<file path="config.mk">
export PLATFORM = sky130hd
export DESIGN_NAME = uart_tx_fifo_flat
export DESIGN_NICKNAME = d
export VERILOG_FILES = /design/src/rtl/uart_tx_fifo_pkg.sv /design/src/rtl/uart_tx_fifo_if.sv /design/src/rtl/uart_byte_fifo.sv /design/src/rtl/uart_tx_fifo.sv /design/src/flat_wrapper.sv
export SDC_FILE = /design/constraint.sdc
export NUM_CORES = 1
export LEC_CHECK = 0
export CAP_MARGIN = 20
export CORE_MARGIN = 2
export CORE_UTILIZATION = 52
export DETAILED_ROUTE_END_ITERATION = 7
export PLACE_DENSITY_LB_ADDON = 0.1
export SYNTH_ARGS = -nofsm -noshare
export SYNTH_HDL_FRONTEND = slang
export SYNTH_SLANG_ARGS = --single-unit
export TNS_END_PERCENT = 50
</file>
<file path="constraint.sdc">
create_clock -name clk -period 5.55 [get_ports clk]
set_input_delay 0.555 -clock clk [delete_from_list [all_inputs] [get_ports clk]]
set_output_delay 0.555 -clock clk [all_outputs]
set_load 0.005 [all_outputs]
</file>
<file path="src/rtl/uart_tx_fifo_pkg.sv">
// Shared definitions for the buffered UART transmit path.
// Contents: APB register offsets (word index, paddr[3:2]), STAT/CTRL bit
// positions, and the drain FSM state encoding.
package uart_tx_fifo_pkg;

  // Register offsets as decoded from paddr[3:2]
  localparam logic [1:0] ADDR_DATA = 2'd0;
  localparam logic [1:0] ADDR_STAT = 2'd1;
  localparam logic [1:0] ADDR_CTRL = 2'd2;

  // STAT bit positions (level occupies [DEPTH_LOG2:0])
  localparam int STAT_EMPTY = 8;
  localparam int STAT_FULL  = 9;
  localparam int STAT_BUSY  = 10;
  localparam int STAT_OVF   = 11;

  // CTRL bit positions
  localparam int CTRL_IE_IDLE = 0;

  // Drain FSM states
  typedef enum logic {
    ST_IDLE = 1'b0,
    ST_SEND = 1'b1
  } drain_state_t;

endpackage

</file>
<file path="src/rtl/uart_tx_fifo_if.sv">
// APB slave bus bundle for uart_tx_fifo.
// Handshake: a transfer is in its access phase while psel & penable are
// high; it completes on the rising clock edge where pready is also high.
// Signals: psel, penable, pwrite, paddr[15:0], pwdata[31:0] (master->slave);
// prdata[31:0], pready, pslverr (slave->master).
interface uart_tx_fifo_if;
  logic        psel;
  logic        penable;
  logic        pwrite;
  logic [15:0] paddr;
  logic [31:0] pwdata;
  logic [31:0] prdata;
  logic        pready;
  logic        pslverr;

  modport master (
    output psel, penable, pwrite, paddr, pwdata,
    input  prdata, pready, pslverr
  );

  modport slave (
    input  psel, penable, pwrite, paddr, pwdata,
    output prdata, pready, pslverr
  );
endinterface

</file>
<file path="src/rtl/uart_byte_fifo.sv">
// Synchronous byte FIFO, 2**DEPTH_LOG2 entries.
// Ports: clk, rst (sync, active high), push/wdata, pop, rdata (head,
// combinational), level (DEPTH_LOG2+1 bits), empty, full.
// A push while full is accepted only when a pop happens in the same cycle;
// a pop while empty is ignored.
module uart_byte_fifo #(
  parameter int DEPTH_LOG2 = 3
) (
  input  logic                  clk,
  input  logic                  rst,
  input  logic                  push,
  input  logic                  pop,
  input  logic [7:0]            wdata,
  output logic [7:0]            rdata,
  output logic [DEPTH_LOG2:0]   level,
  output logic                  empty,
  output logic                  full
);
  localparam int DEPTH = 1 << DEPTH_LOG2;
  localparam logic [DEPTH_LOG2:0] FULL_LEVEL = (DEPTH_LOG2 + 1)'(DEPTH);

  logic [7:0]            mem [DEPTH];
  logic [DEPTH_LOG2-1:0] wr_ptr;
  logic [DEPTH_LOG2-1:0] rd_ptr;
  logic                  do_push;
  logic                  do_pop;

  assign empty   = (level == '0);
  assign full    = (level == FULL_LEVEL);
  assign do_pop  = pop & ~empty;
  // When full, the slot being freed by a same-cycle pop is the one written.
  assign do_push = push & (~full | do_pop);
  assign rdata   = mem[rd_ptr];

  always_ff @(posedge clk) begin
    if (rst) begin
      wr_ptr <= '0;
      rd_ptr <= '0;
      level  <= '0;
    end else begin
      if (do_push) wr_ptr <= wr_ptr + 1'b1;
      if (do_pop)  rd_ptr <= rd_ptr + 1'b1;
      if (do_push && !do_pop)      level <= level + 1'b1;
      else if (do_pop && !do_push) level <= level - 1'b1;
    end
  end

  always_ff @(posedge clk) begin
    if (do_push) mem[wr_ptr] <= wdata;
  end
endmodule

</file>
<file path="src/rtl/uart_tx_fifo.sv">
// Buffered APB transmit front end for the UartTx byte serialiser.
// Ports: clk, rst (sync, active high); apbs (APB slave bundle);
// tx_data/tx_we/tx_ready (UartTx handshake); irq (level, idle interrupt);
// dreq (DMA request, FIFO not full); dbg_state (drain FSM state).
// Build option: UART_TX_FIFO_DROP_EN -- when defined, a DATA write while the
// FIFO is full completes immediately, drops the byte and sets sticky STAT.ovf
// (W1C on STAT[11]); otherwise such a write is stalled until an entry frees.
module uart_tx_fifo
  import uart_tx_fifo_pkg::*;
#(
  parameter int DEPTH_LOG2 = 3
) (
  input  logic                 clk,
  input  logic                 rst,
  uart_tx_fifo_if.slave        apbs,
  output logic [7:0]           tx_data,
  output logic                 tx_we,
  input  logic                 tx_ready,
  output logic                 irq,
  output logic                 dreq,
  output drain_state_t         dbg_state
);
  logic                access;
  logic [1:0]          addr;
  logic                data_wr;
  logic                ctrl_wr;
  logic                fifo_push;
  logic                fifo_pop;
  logic [7:0]          fifo_head;
  logic [DEPTH_LOG2:0] level;
  logic                empty;
  logic                full;
  logic                ie_idle;
  logic                ovf;
  logic                busy;
  drain_state_t        state;
  drain_state_t        state_nxt;
  logic                unused_bits;

  assign access  = apbs.psel & apbs.penable;
  assign addr    = apbs.paddr[3:2];
  assign data_wr = access & apbs.pwrite & (addr == ADDR_DATA);
  assign ctrl_wr = access & apbs.pwrite & (addr == ADDR_CTRL);
  assign apbs.pslverr = 1'b0;
  assign unused_bits  = ^{apbs.paddr[15:4], apbs.paddr[1:0], apbs.pwdata[31:8]};

`ifdef UART_TX_FIFO_DROP_EN
  logic stat_wr;
  logic ovf_set;

  assign apbs.pready = 1'b1;
  assign fifo_push   = data_wr & ~full;
  assign ovf_set     = data_wr & full;
  assign stat_wr     = access & apbs.pwrite & (addr == ADDR_STAT);

  // Sticky overflow; a same-cycle set beats the W1C clear.
  always_ff @(posedge clk) begin
    if (rst)                                  ovf <= 1'b0;
    else if (ovf_set)                         ovf <= 1'b1;
    else if (stat_wr && apbs.pwdata[STAT_OVF]) ovf <= 1'b0;
  end
`else
  // A stalled DATA write completes in the cycle the drain frees a slot.
  assign apbs.pready = ~(data_wr & full) | fifo_pop;
  assign fifo_push   = data_wr & apbs.pready;
  assign ovf         = 1'b0;
`endif

  uart_byte_fifo #(.DEPTH_LOG2(DEPTH_LOG2)) u_fifo (
    .clk   (clk),
    .rst   (rst),
    .push  (fifo_push),
    .pop   (fifo_pop),
    .wdata (apbs.pwdata[7:0]),
    .rdata (fifo_head),
    .level (level),
    .empty (empty),
    .full  (full)
  );

  // Drain FSM: state register
  always_ff @(posedge clk) begin
    if (rst) state <= ST_IDLE;
    else     state <= state_nxt;
  end

  // Drain FSM: next state. Launch only while UartTx reports idle; stay in
  // SEND until it has dropped READY, which marks the byte as taken.
  always_comb begin
    state_nxt = state;
    case (state)
      ST_IDLE: if (tx_ready && !empty) state_nxt = ST_SEND;
      ST_SEND: if (!tx_ready)          state_nxt = ST_IDLE;
      default: state_nxt = ST_IDLE;
    endcase
  end

  // Drain FSM: outputs. tx_we is high exactly while in SEND.
  always_comb begin
    fifo_pop = (state == ST_IDLE) & tx_ready & ~empty;
    tx_we    = (state == ST_SEND);
  end

  assign dbg_state = state;

  always_ff @(posedge clk) begin
    if (rst)           tx_data <= '0;
    else if (fifo_pop) tx_data <= fifo_head;
  end

  always_ff @(posedge clk) begin
    if (rst)          ie_idle <= 1'b0;
    else if (ctrl_wr) ie_idle <= apbs.pwdata[CTRL_IE_IDLE];
  end

  assign busy = ~empty | (state != ST_IDLE) | ~tx_ready;

  always_ff @(posedge clk) begin
    if (rst) begin
      irq  <= 1'b0;
      dreq <= 1'b1;
    end else begin
      irq  <= ie_idle & ~busy;
      dreq <= ~full;
    end
  end

  always_comb begin
    apbs.prdata = '0;
    if (access) begin
      case (addr)
        ADDR_STAT: begin
          apbs.prdata[DEPTH_LOG2:0] = level;
          apbs.prdata[STAT_EMPTY]   = empty;
          apbs.prdata[STAT_FULL]    = full;
          apbs.prdata[STAT_BUSY]    = busy;
          apbs.prdata[STAT_OVF]     = ovf;
        end
        ADDR_CTRL: apbs.prdata[CTRL_IE_IDLE] = ie_idle;
        default: ;
      endcase
    end
  end
endmodule

</file>
<file path="src/flat_wrapper.sv">
// flat-port wrapper written by rule: the top's interface ports become plain ports
module uart_tx_fifo_flat import uart_tx_fifo_pkg::*;
#(
  parameter int DEPTH_LOG2 = 3
)
  (clk, rst, tx_data, tx_we, tx_ready, irq, dreq, dbg_state, apbs_psel, apbs_penable, apbs_pwrite, apbs_paddr, apbs_pwdata, apbs_prdata, apbs_pready, apbs_pslverr);
  uart_tx_fifo_if apbs_i ();
  input  logic clk;
  input  logic rst;
  output logic [7:0] tx_data;
  output logic tx_we;
  input  logic tx_ready;
  output logic irq;
  output logic dreq;
  output drain_state_t dbg_state;
  input wire logic [$bits(apbs_i.psel)-1:0] apbs_psel;
  input wire logic [$bits(apbs_i.penable)-1:0] apbs_penable;
  input wire logic [$bits(apbs_i.pwrite)-1:0] apbs_pwrite;
  input wire logic [$bits(apbs_i.paddr)-1:0] apbs_paddr;
  input wire logic [$bits(apbs_i.pwdata)-1:0] apbs_pwdata;
  output wire logic [$bits(apbs_i.prdata)-1:0] apbs_prdata;
  output wire logic [$bits(apbs_i.pready)-1:0] apbs_pready;
  output wire logic [$bits(apbs_i.pslverr)-1:0] apbs_pslverr;
  assign apbs_i.psel = apbs_psel;
  assign apbs_i.penable = apbs_penable;
  assign apbs_i.pwrite = apbs_pwrite;
  assign apbs_i.paddr = apbs_paddr;
  assign apbs_i.pwdata = apbs_pwdata;
  assign apbs_prdata = apbs_i.prdata;
  assign apbs_pready = apbs_i.pready;
  assign apbs_pslverr = apbs_i.pslverr;
  uart_tx_fifo #(.DEPTH_LOG2(DEPTH_LOG2)) u_core (.clk(clk), .rst(rst), .apbs(apbs_i), .tx_data(tx_data), .tx_we(tx_we), .tx_ready(tx_ready), .irq(irq), .dreq(dreq), .dbg_state(dbg_state));
endmodule
</file>
==> reports/summary.txt, run 1 <==
============================================================================================
Required time of the critical path                                                   5.80 ns
DRC violation count after routing                                                          0
Floorplan die width                                                                 88.52 um
Startpoint type of the worst setup path                                            input pin
Die footprint                                                                     7836 sq um
Worst Setup EP                                                                  u_core.u_fifo.level[3]
Final Cell Area                                                                   4273 sq um
Compound-gate portion of the synthesized area                                         2.964%
Number of cells on the worst reg-to-reg path                                              10
Hold Vio Cnt, Final                                                                        0
IO Pins                                                                                  100
Post-route non-filler standard cell count                                                394
Worst Path Max Fanout                                                                      6
Synthesized instance count                                                               251
Run status                                                                      finished, final reports clean
Number of port buffers                                                                    35
Number of buffers created by CTS                                                           9
Core Box Area                                                                     6869 sq um
Origin of the critical flop-to-flop path                                        u_core.u_fifo.level[0]
Max-slew headroom at the worst pin                                                    39.59%
Count of routing violations after the opening detailed-route iteration                   107
Crit Path Class                                                                    in -> reg
Leading cell type in the layout, fill and taps excluded                             edfxtp_1
Synthesized area per cell                                                        14.80 sq um
Slew of the pin with the lowest slew margin                                        0.9032 ns
Post-layout nets                                                                         356
Chip Height                                                                         88.52 um
Post-synthesis async set-or-reset flop share                                              0%
Max Cap Violations                                                                         0
Area share of fa/ha/maj cells after synthesis                                         3.233%
Final Wtd Congestion                                                                  0.7643
Number of warnings reported in the yosys synthesis log                                     0
Register-to-Register Setup Slack                                                     2.59 ns
Vias in the first global route                                                          1953
Basic-gate share of the synthesized area counting and, or, nand and nor cells         10.07%
Antenna diodes                                                                             0
Final routed wire length divided by cell count                                      16.03 um
Final-layout setup total negative slack                                                 0 ns
Sum of overflow across all layers after global routing                                     0
Startpoint of the tightest hold check path                                      u_core.tx_data[7]
Total number of vias                                                                    2029
Via density                                                                            5.150
Total global routing track utilization                                                18.19%
Number of synthesized register bits                                                       86
Main combinational cell family by area after synthesis                          multiplexers
H-Tree Level Count                                                                         3
Lkg Pwr                                                                             1.472 nW
Endpoint type of the worst setup path                                                   flop
Fraction of layout instances using a drive strength above 1                           16.11%
Highest clock frequency the design can meet                                       0.3312 GHz
Crit path launch                                                                apbs_paddr[2]
Largest net degree at the start of global routing                                         24
Final antenna-violating net count                                                          0
CTS root buf                                                                        clkbuf_8
Largest buffer count on any clock path                                                     2
Resize count post-CTS                                                                      0
Number of flops mapped to enable cells by yosys                                           64
Worst Hold Class                                                                  reg -> reg
Number of optimization iterations in the first detailed-route pass                         4
Share of the cycle needed by the critical path after routing                          54.41%
Std-Cell Rows                                                                             30
Placed wire-length estimate after detailed placement                                 4157 um
Hold-fix buffers at CTS                                                                    0
Final setup violation count                                                                0
Initial Util                                                                          54.08%
Clock skew after layout                                                           0.01029 ns
Reg2reg end                                                                     u_core.u_fifo.level[3]
Setup repair after global routing missed its margin                                       no
Post-Place Cells                                                                         377
Total detailed-routing wirelength                                                    6314 um
CTS sink count                                                                            86
Commonest cells after routing, fill and taps aside                              edfxtp_1, clkdlybuf4s50_1, nor2_1, conb_1, dfxtp_1
Unique cell type count in the Yosys netlist                                               44
Pwr Density                                                                     413.0 nW/um^2
Register area share after synthesis                                                   63.59%
TritonCTS clock tree                                                                    done
Antenna violations before repair                                                           0
Area grow syn2layout                                                                  15.02%
Multiplexer share of the synthesized area                                             10.81%
Clk pin slew, worst setup/hold paths                                                 0.09 ns
Final min period                                                                    3.020 ns
Worst skew pair latency                                                              0.36 ns
Signal arrival time at the worst endpoint                                            3.27 ns
Worst-case vdd ir drop                                                           0.0001788 V
Wire length of the first global-routing pass                                        10080 um
Post-Synthesis Cell Area                                                          3715 sq um
Main flop type after synthesis                                                      edfxtp_1
Placed cell areas                                                                 4064 sq um
Post-synthesis share of cell area spent on xor and xnor gates                         1.617%
Final slew viol count                                                                      0
Setup bufs post-CTS                                                                        0
============================================================================================
==> state kept, by name, summed over array words and instances (netlist names) <==
signal and count:
u_core.tx_data 8, u_core.irq 1, u_core.u_fifo.wr_ptr 3, u_core.dreq 1, u_core.u_fifo.rd_ptr 3, u_core.dbg_state 1
u_core.u_fifo.mem 64, u_core.ie_idle 1, u_core.u_fifo.level 4
==> stage by stage <==
step	utilization, %	total power (W)	hold slack (ns)	setup slack (ns)
6_report	62.20	0.001765	0.4967	2.530
2_1_floorplan	-	0.001217	0.4789	2.815
5_1_grt	62.20	0.001878	0.5179	2.352
4_1_cts	62.13	0.001784	0.5012	2.547
3_3_place_gp	59.16	0.001327	0.4783	2.219
3_5_place_dp	59.16	0.001339	0.4845	2.171
==> routing by layer <==
metal / wire, um / part of all wire (%) / vias up / track usage (%)
met2: 3017 / 48 / 57 / 27.55
li1: - / - / 964 / -
met3: 332 / 5.3 / 10 / 3.358
met5: 0 / 0 / - / 0
met4: 103 / 1.6 / 0 / 8.815
met1: 2861 / 45 / 998 / 25.66
==> worst min-delay path by stage <==
stage,cells after the start,endpoint,slack [ns]
2_1_floorplan,2,u_core.ie_idle,0.48
3_3_place_gp,2,u_core.tx_data[2],0.48
3_5_place_dp,2,u_core.tx_data[7],0.48
4_1_cts,2,u_core.tx_data[7],0.50
5_1_grt,2,u_core.tx_data[4],0.52
6_report,2,u_core.tx_data[7],0.50
==> Yosys cell counts, types with 2 or more instances <==
library cell  count  area, sq um
o22ai_1           8        50.05
nand2_1           4        15.01
nor3_1           12        60.06
dfxtp_1          22        440.4
a21oi_1           3        15.01
nor2_1           29        108.9
mux4_2           16        360.4
buf_6             2        22.52
inv_1             5        18.77
xor2_1            2        17.52
clkbuf_1          3        11.26
nand2b_1          4        25.02
nand3_2           2        20.02
edfxtp_1         64         1922
and2_1            3        18.77
ha_1              8        100.1
buf_4            29        217.7
xnor2_1           3        26.28
mux2i_1           3        30.03
nand3_1           5        25.02
==> layout make-up <==
| class | instances | area (sq um) |
|---|---|---|
| timing repair buffer | 42 | 400.4 |
| clock inverter | 7 | 80.08 |
| sequential | 86 | 2362 |
| fill | 532 | 2596 |
| clock buffer | 9 | 123.9 |
| multi-input combinational | 148 | 1164 |
| inverter | 6 | 22.52 |
| tap | 96 | 120.1 |
==> logic make-up after synthesis <==
family | Yosys count
AND/OR/NAND/NOR | 71
XOR/XNOR | 6
multiplexers | 20
other | 1
flip-flops | 86
buffers and inverters | 42
adder cells (fa/ha/maj) | 9
AO/OA/AOI/OAI | 16
==> critical path: stages <==
cell	delay, ns
clkdlybuf4s50_1	0.48
inv_1	0.07
ha_1	0.19
and4_1	0.26
o21ai_4	0.11
inv_1	0.13
ha_1	0.23
inv_1	0.13
ha_1	0.29
a21oi_1	0.20
a211oi_1	0.11
a31oi_1	0.17
mux2_2	0.35
==> where the power goes <==
group / internal (W) / switching (W)
sequential: 0.000742 / 0.0000560
clock: 0.000214 / 0.000234
combinational: 0.000271 / 0.000247
total: 0.00123 / 0.000537
(Power assumes the default switching activity.)
==> inputs of run 2 (changes only) <==
--- a/config.mk
+++ b/config.mk
@@ -7,7 +7,7 @@
 export LEC_CHECK = 0
 export CAP_MARGIN = 20
 export CORE_MARGIN = 2
-export CORE_UTILIZATION = 52
+export CORE_UTILIZATION = 44
 export DETAILED_ROUTE_END_ITERATION = 7
 export PLACE_DENSITY_LB_ADDON = 0.1
 export SYNTH_ARGS = -nofsm -noshare
==> constraint.sdc (replaced) <==
create_clock -name clk -period 2.7 [get_ports clk]
set_input_delay 0.27 -clock clk [delete_from_list [all_inputs] [get_ports clk]]
set_output_delay 0.27 -clock clk [all_outputs]
set_load 0.005 [all_outputs]
==> run 2 against run 1 <==
Final area rose by 5.4%. Largest power group unchanged. Highest routed layer unchanged. Sequential share of layout area fell by 2.8 points. Wire length rose by 11%. Clock power rose by 110%. Utilization fell by 7.4 points. Power rose by 110%. Clock skew barely moved.
==> reports/summary.txt, run 2 (synthesis gave the netlist of run 1 again) <==
=====================================================================================
Commonest cells after routing, fill and taps aside                       edfxtp_1, clkdlybuf4s50_1, buf_4, nor2_1, conb_1
Clock skew after layout                                                    0.01027 ns
Overall power consumption                                                  0.003782 W
Post-Place Cells                                                                  413
Fillers                                                                           686
Die footprint                                                              9194 sq um
Total number of vias                                                             2119
Required time of the critical path                                            2.95 ns
Std-Cell Rows                                                                      33
IO Pins                                                                           100
Worst skew pair latency                                                       0.36 ns
Setup repair after global routing missed its margin                                no
Worst Hold Class                                                           reg -> reg
Max FFs per register                                                               64
Number of port buffers                                                             35
Core Box Area                                                              8217 sq um
Antenna violations before repair                                                    0
Final slew viol count                                                               0
Initial Util                                                                   45.21%
Run status                                                               finished, final reports clean
Leading cell type in the layout, fill and taps excluded                      edfxtp_1
Biggest registers after layout                                           u_core.u_fifo.mem x64, u_core.tx_data x8, u_core.u_fifo.level x4
Final antenna-violating net count                                                   0
Share of the cycle needed by the critical path after routing                   94.44%
Hold Vio Cnt, Final                                                                 0
Worst Path Max Fanout                                                               4
Worst-case vdd ir drop                                                    0.0004721 V
Signal arrival time at the worst endpoint                                     2.80 ns
Final min period                                                             2.550 ns
Total detailed-routing wirelength                                             7037 um
Slew of the pin with the lowest slew margin                                 0.6451 ns
Largest register by flop count                                           u_core.u_fifo.mem
Wire length of the first global-routing pass                                 11020 um
Sum of overflow across all layers after global routing                              0
Antenna diodes                                                                      0
FF+latch area                                                              2364 sq um
Crit Path Class                                                            reg -> reg
Area of combinational cells with multiple inputs                           1182 sq um
H-Tree Level Count                                                                  3
Placed wire-length estimate after detailed placement                          4669 um
Number of optimization iterations in the first detailed-route pass                  4
CTS root buf                                                                 clkbuf_8
Highest clock frequency the design can meet                                0.3922 GHz
Final Wtd Congestion                                                           0.7548
Count of routing violations after the opening detailed-route iteration            133
Startpoint type of the worst setup path                                          flop
Utilization of the core after routing                                          54.80%
Area grow syn2layout                                                           21.22%
Floorplan die width                                                          95.89 um
Final routed wire length divided by cell count                               16.40 um
Max Cap Violations                                                                  0
Max-slew headroom at the worst pin                                             56.93%
Clk pin slew, worst setup/hold paths                                          0.09 ns
Vias in the first global route                                                   2037
Post-route non-filler standard cell count                                         429
Via density                                                                     4.939
Largest buffer count on any clock path                                              2
Pwr Density                                                              839.9 nW/um^2
Endpoint type of the worst setup path                                            flop
Fraction of layout instances using a drive strength above 1                    24.38%
Largest net degree at the start of global routing                                  24
DRC violation count after routing                                                   0
Total global routing track utilization                                         17.15%
Number of buffers created by CTS                                                    9
Chip Height                                                                  95.89 um
Lkg Pwr                                                                      1.609 nW
Post-layout nets                                                                  382
CTS sink count                                                                     86
TritonCTS clock tree                                                             done
Setup bufs post-CTS                                                                 0
Final setup violation count                                                         0
=====================================================================================
[run 2: worst max-delay path: stages, from the launching register on]
cell and delay, ns:
dfxtp_1 0.34, buf_4 0.14, or4_4 0.51, and2_4 0.18, inv_2 0.05, ha_2 0.18, inv_2 0.06, ha_1 0.27
nand3_1 0.10, a211oi_1 0.07, a31oi_1 0.18, mux2_2 0.35
[run 2: per-stage QoR]
step / setup slack [ns] / area [sq um] / hold WS, ns / TNS (ns)
after floorplan: 0.07485 / 3825 / 0.3689 / 0
after global placement: -0.1207 / 4294 / 0.4787 / -0.1207
after detailed placement: -0.1809 / 4294 / 0.4795 / -0.2007
after CTS: 0.06346 / 4499 / 0.4965 / 0
after global routing: 0.001759 / 4503 / 0.5328 / 0
final: 0.1502 / 4503 / 0.4929 / 0
[run 2: final timing paths]
check	start	end	slack (ns)	depth (start not counted)
worst min-delay path	u_core.tx_data[0]	u_core.tx_data[0]	0.49	2
worst min register to register	u_core.tx_data[0]	u_core.tx_data[0]	0.49	2
worst max register to register	u_core.u_fifo.level[0]	u_core.u_fifo.level[3]	0.15	11
worst max-delay path	u_core.u_fifo.level[0]	u_core.u_fifo.level[3]	0.15	11
[run 2: final cells by class]
class	instances	share of cell area [%]
clock buffers	9	2.751
well taps	105	2.917
multi-input cells	148	26.26
repair buffers	68	13.28
inverters	6	0.5001
flip-flops and latches	86	52.49
clock inverters	7	1.806
[run 2: metal layers]
metal / GRT usage (%) / vias up / part of all wire [%]
li1: - / 1014 / -
met1: 24.20 / 1040 / 47
met2: 26.34 / 54 / 47
met3: 2.819 / 11 / 4.3
met4: 7.619 / 0 / 1.8
met5: 0 / - / 0
[run 2: repair_timing]
item,CTS,global route
endpoints found under the setup margin,0,2
gates resized for setup,0,3
hold buffers,0,0
[run 2: power breakdown]
group | switching, W | internal [W] | leakage, nW
Combinational | 0.000574 | 0.000670 | 0.748
Clock | 0.000490 | 0.000440 | 0.106
Sequential | 0.0000799 | 0.00153 | 0.755
